--- config.mk ---
export PLATFORM = sky130hd
export DESIGN_NAME = load_data_extractor
export DESIGN_NICKNAME = d
export VERILOG_FILES = /design/src/rtl/load_data_extractor.sv
export SDC_FILE = /design/constraint.sdc
export NUM_CORES = 1
export LEC_CHECK = 0
export ABC_AREA = 1
export CAP_MARGIN = 30
export CORE_MARGIN = 1.5
export CORE_UTILIZATION = 50
export CTS_CLUSTER_SIZE = 20
export DETAILED_ROUTE_END_ITERATION = 6
export PLACE_DENSITY_LB_ADDON = 0.15
export SLEW_MARGIN = 5
export SYNTH_ARGS = -nofsm -noshare
export SYNTH_HDL_FRONTEND = slang
export SYNTH_SLANG_ARGS = --single-unit
export TNS_END_PERCENT = 30
--- constraint.sdc ---
create_clock -name clk -period 2.8 [get_ports clk]
set_input_delay 0.56 -clock clk [delete_from_list [all_inputs] [get_ports clk]]
set_output_delay 0.56 -clock clk [all_outputs]
set_load 0.05 [all_outputs]
--- src/rtl/load_data_extractor.sv ---
// load_data_extractor: MEM-stage load unit. Issues one data-memory read per
// accepted load, waits for the ack, selects the addressed byte/halfword/word,
// zero- or sign-extends it, and holds the result under a valid/ready handshake.
//
// Optional feature macro: MISALIGN_TRAP_EN
//   defined   - misaligned halfword/word loads complete in HOLD with
//               misaligned=1, wb_data=0 and no memory access.
//   undefined - misaligned is 0; low offset bits are ignored for halfword
//               (addr_low[0]) and word (addr_low[1:0]) loads.
//
// Ports:
//   clk, rst                    clock, asynchronous active-high reset
//   req_valid/req_ready         load request handshake (req_ready combinational)
//   addr_low, load_size,
//   extension_type, dest_reg    load attributes, latched on accept
//   mem_req/mem_ack/mem_rdata   data-memory read port
//   wb_valid/wb_ready           result handshake
//   wb_data, wb_dest            extracted data and destination register
//   misaligned, bus_error       status, qualified by wb_valid
module load_data_extractor #(
  parameter int unsigned TIMEOUT_CYCLES = 255,
  parameter int unsigned CNT_WIDTH      = 16
) (
  input  logic        clk,
  input  logic        rst,
  input  logic        req_valid,
  output logic        req_ready,
  input  logic [1:0]  addr_low,
  input  logic [1:0]  load_size,
  input  logic [1:0]  extension_type,
  input  logic [4:0]  dest_reg,
  output logic        mem_req,
  input  logic        mem_ack,
  input  logic [31:0] mem_rdata,
  output logic        wb_valid,
  input  logic        wb_ready,
  output logic [31:0] wb_data,
  output logic [4:0]  wb_dest,
  output logic        misaligned,
  output logic        bus_error
);

  localparam int unsigned DATA_W = 32;
  // Last counter value of a WAIT_MEM window; reaching it without ack times out.
  localparam logic [CNT_WIDTH-1:0] CNT_LAST = CNT_WIDTH'(TIMEOUT_CYCLES - 1);

  typedef enum logic [1:0] {
    IDLE     = 2'd0,
    WAIT_MEM = 2'd1,
    HOLD     = 2'd2
  } state_t;

  state_t              state_q, state_d;
  logic [1:0]          addr_q, addr_d;
  logic [1:0]          size_q, size_d;
  logic [1:0]          ext_q, ext_d;
  logic [CNT_WIDTH-1:0] cnt_q, cnt_d;
  logic                mem_req_q, mem_req_d;
  logic                wb_valid_q, wb_valid_d;
  logic [DATA_W-1:0]   wb_data_q, wb_data_d;
  logic [4:0]          wb_dest_q, wb_dest_d;
  logic                mis_q, mis_d;
  logic                berr_q, berr_d;

  logic                accept_c;
  logic                mis_c;
  logic [7:0]          byte_c;
  logic [15:0]         half_c;
  logic                sign_c;
  logic [DATA_W-1:0]   ext_data_c;

  assign req_ready = (state_q == IDLE) | ((state_q == HOLD) & wb_ready);
  assign accept_c  = req_valid & req_ready;

  // Misalignment check on the incoming request (size 11 behaves as word).
`ifdef MISALIGN_TRAP_EN
  assign mis_c = ((load_size == 2'b01) & addr_low[0]) |
                 (load_size[1] & (addr_low != 2'b00));
`else
  assign mis_c = 1'b0;
`endif

  // Lane selection and extension from the latched attributes.
  always_comb begin
    byte_c = mem_rdata[7:0];
    case (addr_q)
      2'd1:    byte_c = mem_rdata[15:8];
      2'd2:    byte_c = mem_rdata[23:16];
      2'd3:    byte_c = mem_rdata[31:24];
      default: byte_c = mem_rdata[7:0];
    endcase
    half_c = addr_q[1] ? mem_rdata[31:16] : mem_rdata[15:0];
    sign_c = (ext_q == 2'b01);
    case (size_q)
      2'b00:   ext_data_c = {{24{sign_c & byte_c[7]}}, byte_c};
      2'b01:   ext_data_c = {{16{sign_c & half_c[15]}}, half_c};
      default: ext_data_c = mem_rdata;
    endcase
  end

  // Next-state and output logic.
  always_comb begin
    state_d    = state_q;
    addr_d     = addr_q;
    size_d     = size_q;
    ext_d      = ext_q;
    cnt_d      = cnt_q;
    mem_req_d  = mem_req_q;
    wb_valid_d = wb_valid_q;
    wb_data_d  = wb_data_q;
    wb_dest_d  = wb_dest_q;
    mis_d      = mis_q;
    berr_d     = berr_q;

    case (state_q)
      WAIT_MEM: begin
        if (mem_ack) begin
          state_d    = HOLD;
          mem_req_d  = 1'b0;
          wb_valid_d = 1'b1;
          wb_data_d  = ext_data_c;
        end else if (cnt_q == CNT_LAST) begin
          state_d    = HOLD;
          mem_req_d  = 1'b0;
          wb_valid_d = 1'b1;
          wb_data_d  = '0;
          berr_d     = 1'b1;
        end else begin
          cnt_d = cnt_q + CNT_WIDTH'(1);
        end
      end
      HOLD: begin
        if (wb_ready & ~req_valid) begin
          state_d    = IDLE;
          wb_valid_d = 1'b0;
          mis_d      = 1'b0;
          berr_d     = 1'b0;
        end
      end
      default: ;
    endcase

    // Accept overrides IDLE/HOLD behaviour; it is never true in WAIT_MEM.
    if (accept_c) begin
      addr_d    = addr_low;
      size_d    = load_size;
      ext_d     = extension_type;
      wb_dest_d = dest_reg;
      cnt_d     = '0;
      berr_d    = 1'b0;
      if (mis_c) begin
        state_d    = HOLD;
        mem_req_d  = 1'b0;
        wb_valid_d = 1'b1;
        wb_data_d  = '0;
        mis_d      = 1'b1;
      end else begin
        state_d    = WAIT_MEM;
        mem_req_d  = 1'b1;
        wb_valid_d = 1'b0;
        mis_d      = 1'b0;
      end
    end
  end

  // State and output registers.
  always_ff @(posedge clk or posedge rst) begin
    if (rst) begin
      state_q    <= IDLE;
      addr_q     <= '0;
      size_q     <= '0;
      ext_q      <= '0;
      cnt_q      <= '0;
      mem_req_q  <= 1'b0;
      wb_valid_q <= 1'b0;
      wb_data_q  <= '0;
      wb_dest_q  <= '0;
      mis_q      <= 1'b0;
      berr_q     <= 1'b0;
    end else begin
      state_q    <= state_d;
      addr_q     <= addr_d;
      size_q     <= size_d;
      ext_q      <= ext_d;
      cnt_q      <= cnt_d;
      mem_req_q  <= mem_req_d;
      wb_valid_q <= wb_valid_d;
      wb_data_q  <= wb_data_d;
      wb_dest_q  <= wb_dest_d;
      mis_q      <= mis_d;
      berr_q     <= berr_d;
    end
  end

  assign mem_req    = mem_req_q;
  assign wb_valid   = wb_valid_q;
  assign wb_data    = wb_data_q;
  assign wb_dest    = wb_dest_q;
  assign misaligned = mis_q;
  assign bus_error  = berr_q;

endmodule

==> flow_summary.toml <==
[setup_path]
worstSetupEndpointType = "output port"
crit_type = "reg -> out"
cp_num_buf_inv = 1
crit_path_max_fanout = 6
cp-start-kind = "flip-flop"
required_ns = 2.24
crit_chain = "clkdlybuf4s50_1"
cp_slowest_stage_delay_ns = 0.83
critPathSlowestCell = "clkdlybuf4s50_1"
crit_family = "buffers and inverters"
worst_ep_arrival_time_ns = 1.60
reg2reg_slack_ns = 0.83

[power_and_ir_drop]
comb_power_share_pct = 53.3
p_leak_uw = 0.00238
switching_share_pct = 48.3
finalPower_uw = 5200
p_clk_share_pct = 17.9
seq_power_share_pct = 28.8
power_density_nw_per_um2 = 1070
intPower_uw = 2690
p_sw_uw = 2510
peakVddDrop_mv = 0.618

[floorplan]
rows = 31
die_y_um = 88.9
core-area_um2 = 7210
ios = 90
start_util_pct = 51.1
die_w_um = 88.9
dieArea_um2 = 7900

[final_layout]
drive_gt1_share_pct = 7.28
final_common_cell = "nand2_1"
multi_input_area_um2 = 1820
nNetsFinal = 664
nFillCells = 643
syn2layout_area_growth_pct = 32.0
most-common-layout-cells = "nand2_1, clkdlybuf4s50_1, nand3_1, dfrtp_1, nor2_1"
regArea_um2 = 1580
antennaDiodeCount = 0
final_cells = 717

[placement]
dp_cells = 702
gp_congestion = 0.920
portBuffers = 88
dpl.hpwl_um = 6990

[min_path]
hp-class = "reg -> reg"

[timing]
rsz0062_at_grt = "false"
fin_skew_ns = 0.0101
drv_slew = 0
worstMarginPinSlew_ns = 0.688
final.min_clock_period_ns = 2.16
maxSlewHeadroom_pct = 54.1
final_hold_viol_count = 0
setup_violations = 0
fmax_mhz = 463
tns_ns = 0
finalCritPeriodShare_pct = 77.1

[grt]
grt_use_total_pct = 26.4
grt_max_degree = 40
grt_pass1_wl_um = 16200
grt_pass1_vias = 3393
gr-total-overflow = 0
grt_antenna_before_repair = 0

[drt]
drt_iter0_markers = 270
avgViaCountPerCell = 5.26
drtAntennaViolNets = 0
via_count = 3771
wl_per_cell_um = 13.6
drt-total-wl_um = 9760
dr.pass1.iters = 7
drc_errors = 0

[run_status]
status = "complete, no violations"

[clock_tree]
clk_path_buf_depth = 2
postCtsHoldBufs = 0
cts_tree = "built"
clock-root-buffer = "clkbuf_8"
htree_levels = 3
cts-buffers-inserted = 9
cts_setup_buffers = 0
clock_sink_count = 63
cts_resized = 0
clk_latency_ns = 0.34
clkSlewWorstSetupHoldPaths_ns = 0.07

[logic_synthesis]
yosysWarnings = 0
ys_types = 31
syn_area_um2 = 3690
ys_ff_latch = 63
postSynthCellCount = 532
syn_nets = 582
seq_area_frac_synth_pct = 42.7
syn_area_per_cell_um2 = 6.94

[run]
maxCapViolCount = 0
==> worst reg2reg max path, cell delays in order, from the launching register on <==
cell and delay [ns]:
dfrtp_1 0.79, inv_2 0.41, nand4_1 0.27, nand3_4 0.22
nand2_1 0.14, nand2_1 0.05
==> cells in the mapped netlist, drive strengths merged <==
cell | number | area share (%)
nand2 | 186 | 19
or2 | 3 | 0.51
xor2 | 2 | 0.47
conb | 1 | 0.10
a21oi | 25 | 3.4
clkbuf | 6 | 0.61
ha | 2 | 0.68
dfrtp | 63 | 43
nand4 | 7 | 1.4
o21ai | 40 | 5.4
inv | 46 | 4.7
buf | 19 | 2.8
a21o | 1 | 0.20
nor3 | 2 | 0.41
nor2 | 51 | 5.6
o211ai | 6 | 1.2
nand3 | 72 | 10
==> registers in the layout, summed over array words and instances, names as in the netlist <==
| register | flops |
|---|---|
| addr_q | 2 |
| bus_error | 1 |
| cnt_q | 16 |
| ext_q | 2 |
| mem_req | 1 |
| size_q | 2 |
| state_q | 1 |
| wb_data | 32 |
| wb_dest | 5 |
| wb_valid | 1 |
==> worst paths after layout <==
kind                       startpoint  depth (start not counted)           to
max                          wb_valid                          1     wb_valid
min                        wb_dest[2]                          2   wb_dest[2]
max reg2reg                 size_q[1]                          5  wb_data[26]
min reg2reg                wb_dest[2]                          2   wb_dest[2]
max in group asynchronous         rst                          3   wb_data[3]
min in group asynchronous         rst                          2   wb_dest[3]
==> cell type report <==
cell class	count	area share [%]
multi-input combinational	398	37.3
sequential	63	32.4
timing repair buffer	96	19.5
inverter	46	3.55
clock buffer	12	3.39
tap	99	2.54
clock inverter	3	1.34
==> per-stage QoR <==
stage	setup slack (ns)	utilization (%)	hold WS, ns	cell area [µm²]
6_report	0.641	67.5	0.486	4870
5_1_grt	0.588	67.5	0.524	4870
4_1_cts	0.621	67.5	0.491	4870
3_5_place_dp	0.541	64.3	0.471	4640
3_3_place_gp	0.598	64.3	0.463	4640
2_1_floorplan	0.631	-	0.450	3690
==> power by group through the flow <==
stage / Clock, µW / Sequential, µW / Combinational [µW]
floorplan: 0 / 2270 / 1180
global placement: 0 / 1510 / 2720
detailed placement: 0 / 1510 / 2770
CTS: 936 / 1500 / 2780
global route: 972 / 1540 / 3020
finish: 930 / 1500 / 2770
==> routing by layer <==
layer / vias up / wire length (µm) / GRT usage (%)
met5: - / 0 / 0
li1: 1876 / - / -
met4: 0 / 206 / 9.38
met2: 165 / 4330 / 39.4
met1: 1706 / 4530 / 38.7
met3: 24 / 695 / 4.71
==> kinds of logic after synthesis <==
kind of cell	Yosys count	synth area share (%)
buffers and inverters	71	8.14
adder cells (fa/ha/maj)	2	0.678
AO/OA/AOI/OAI	72	10.2
XOR/XNOR	2	0.475
other	1	0.102
flip-flops	63	42.7
AND/OR/NAND/NOR	321	37.6
Power figures use the tool's default switching activity.
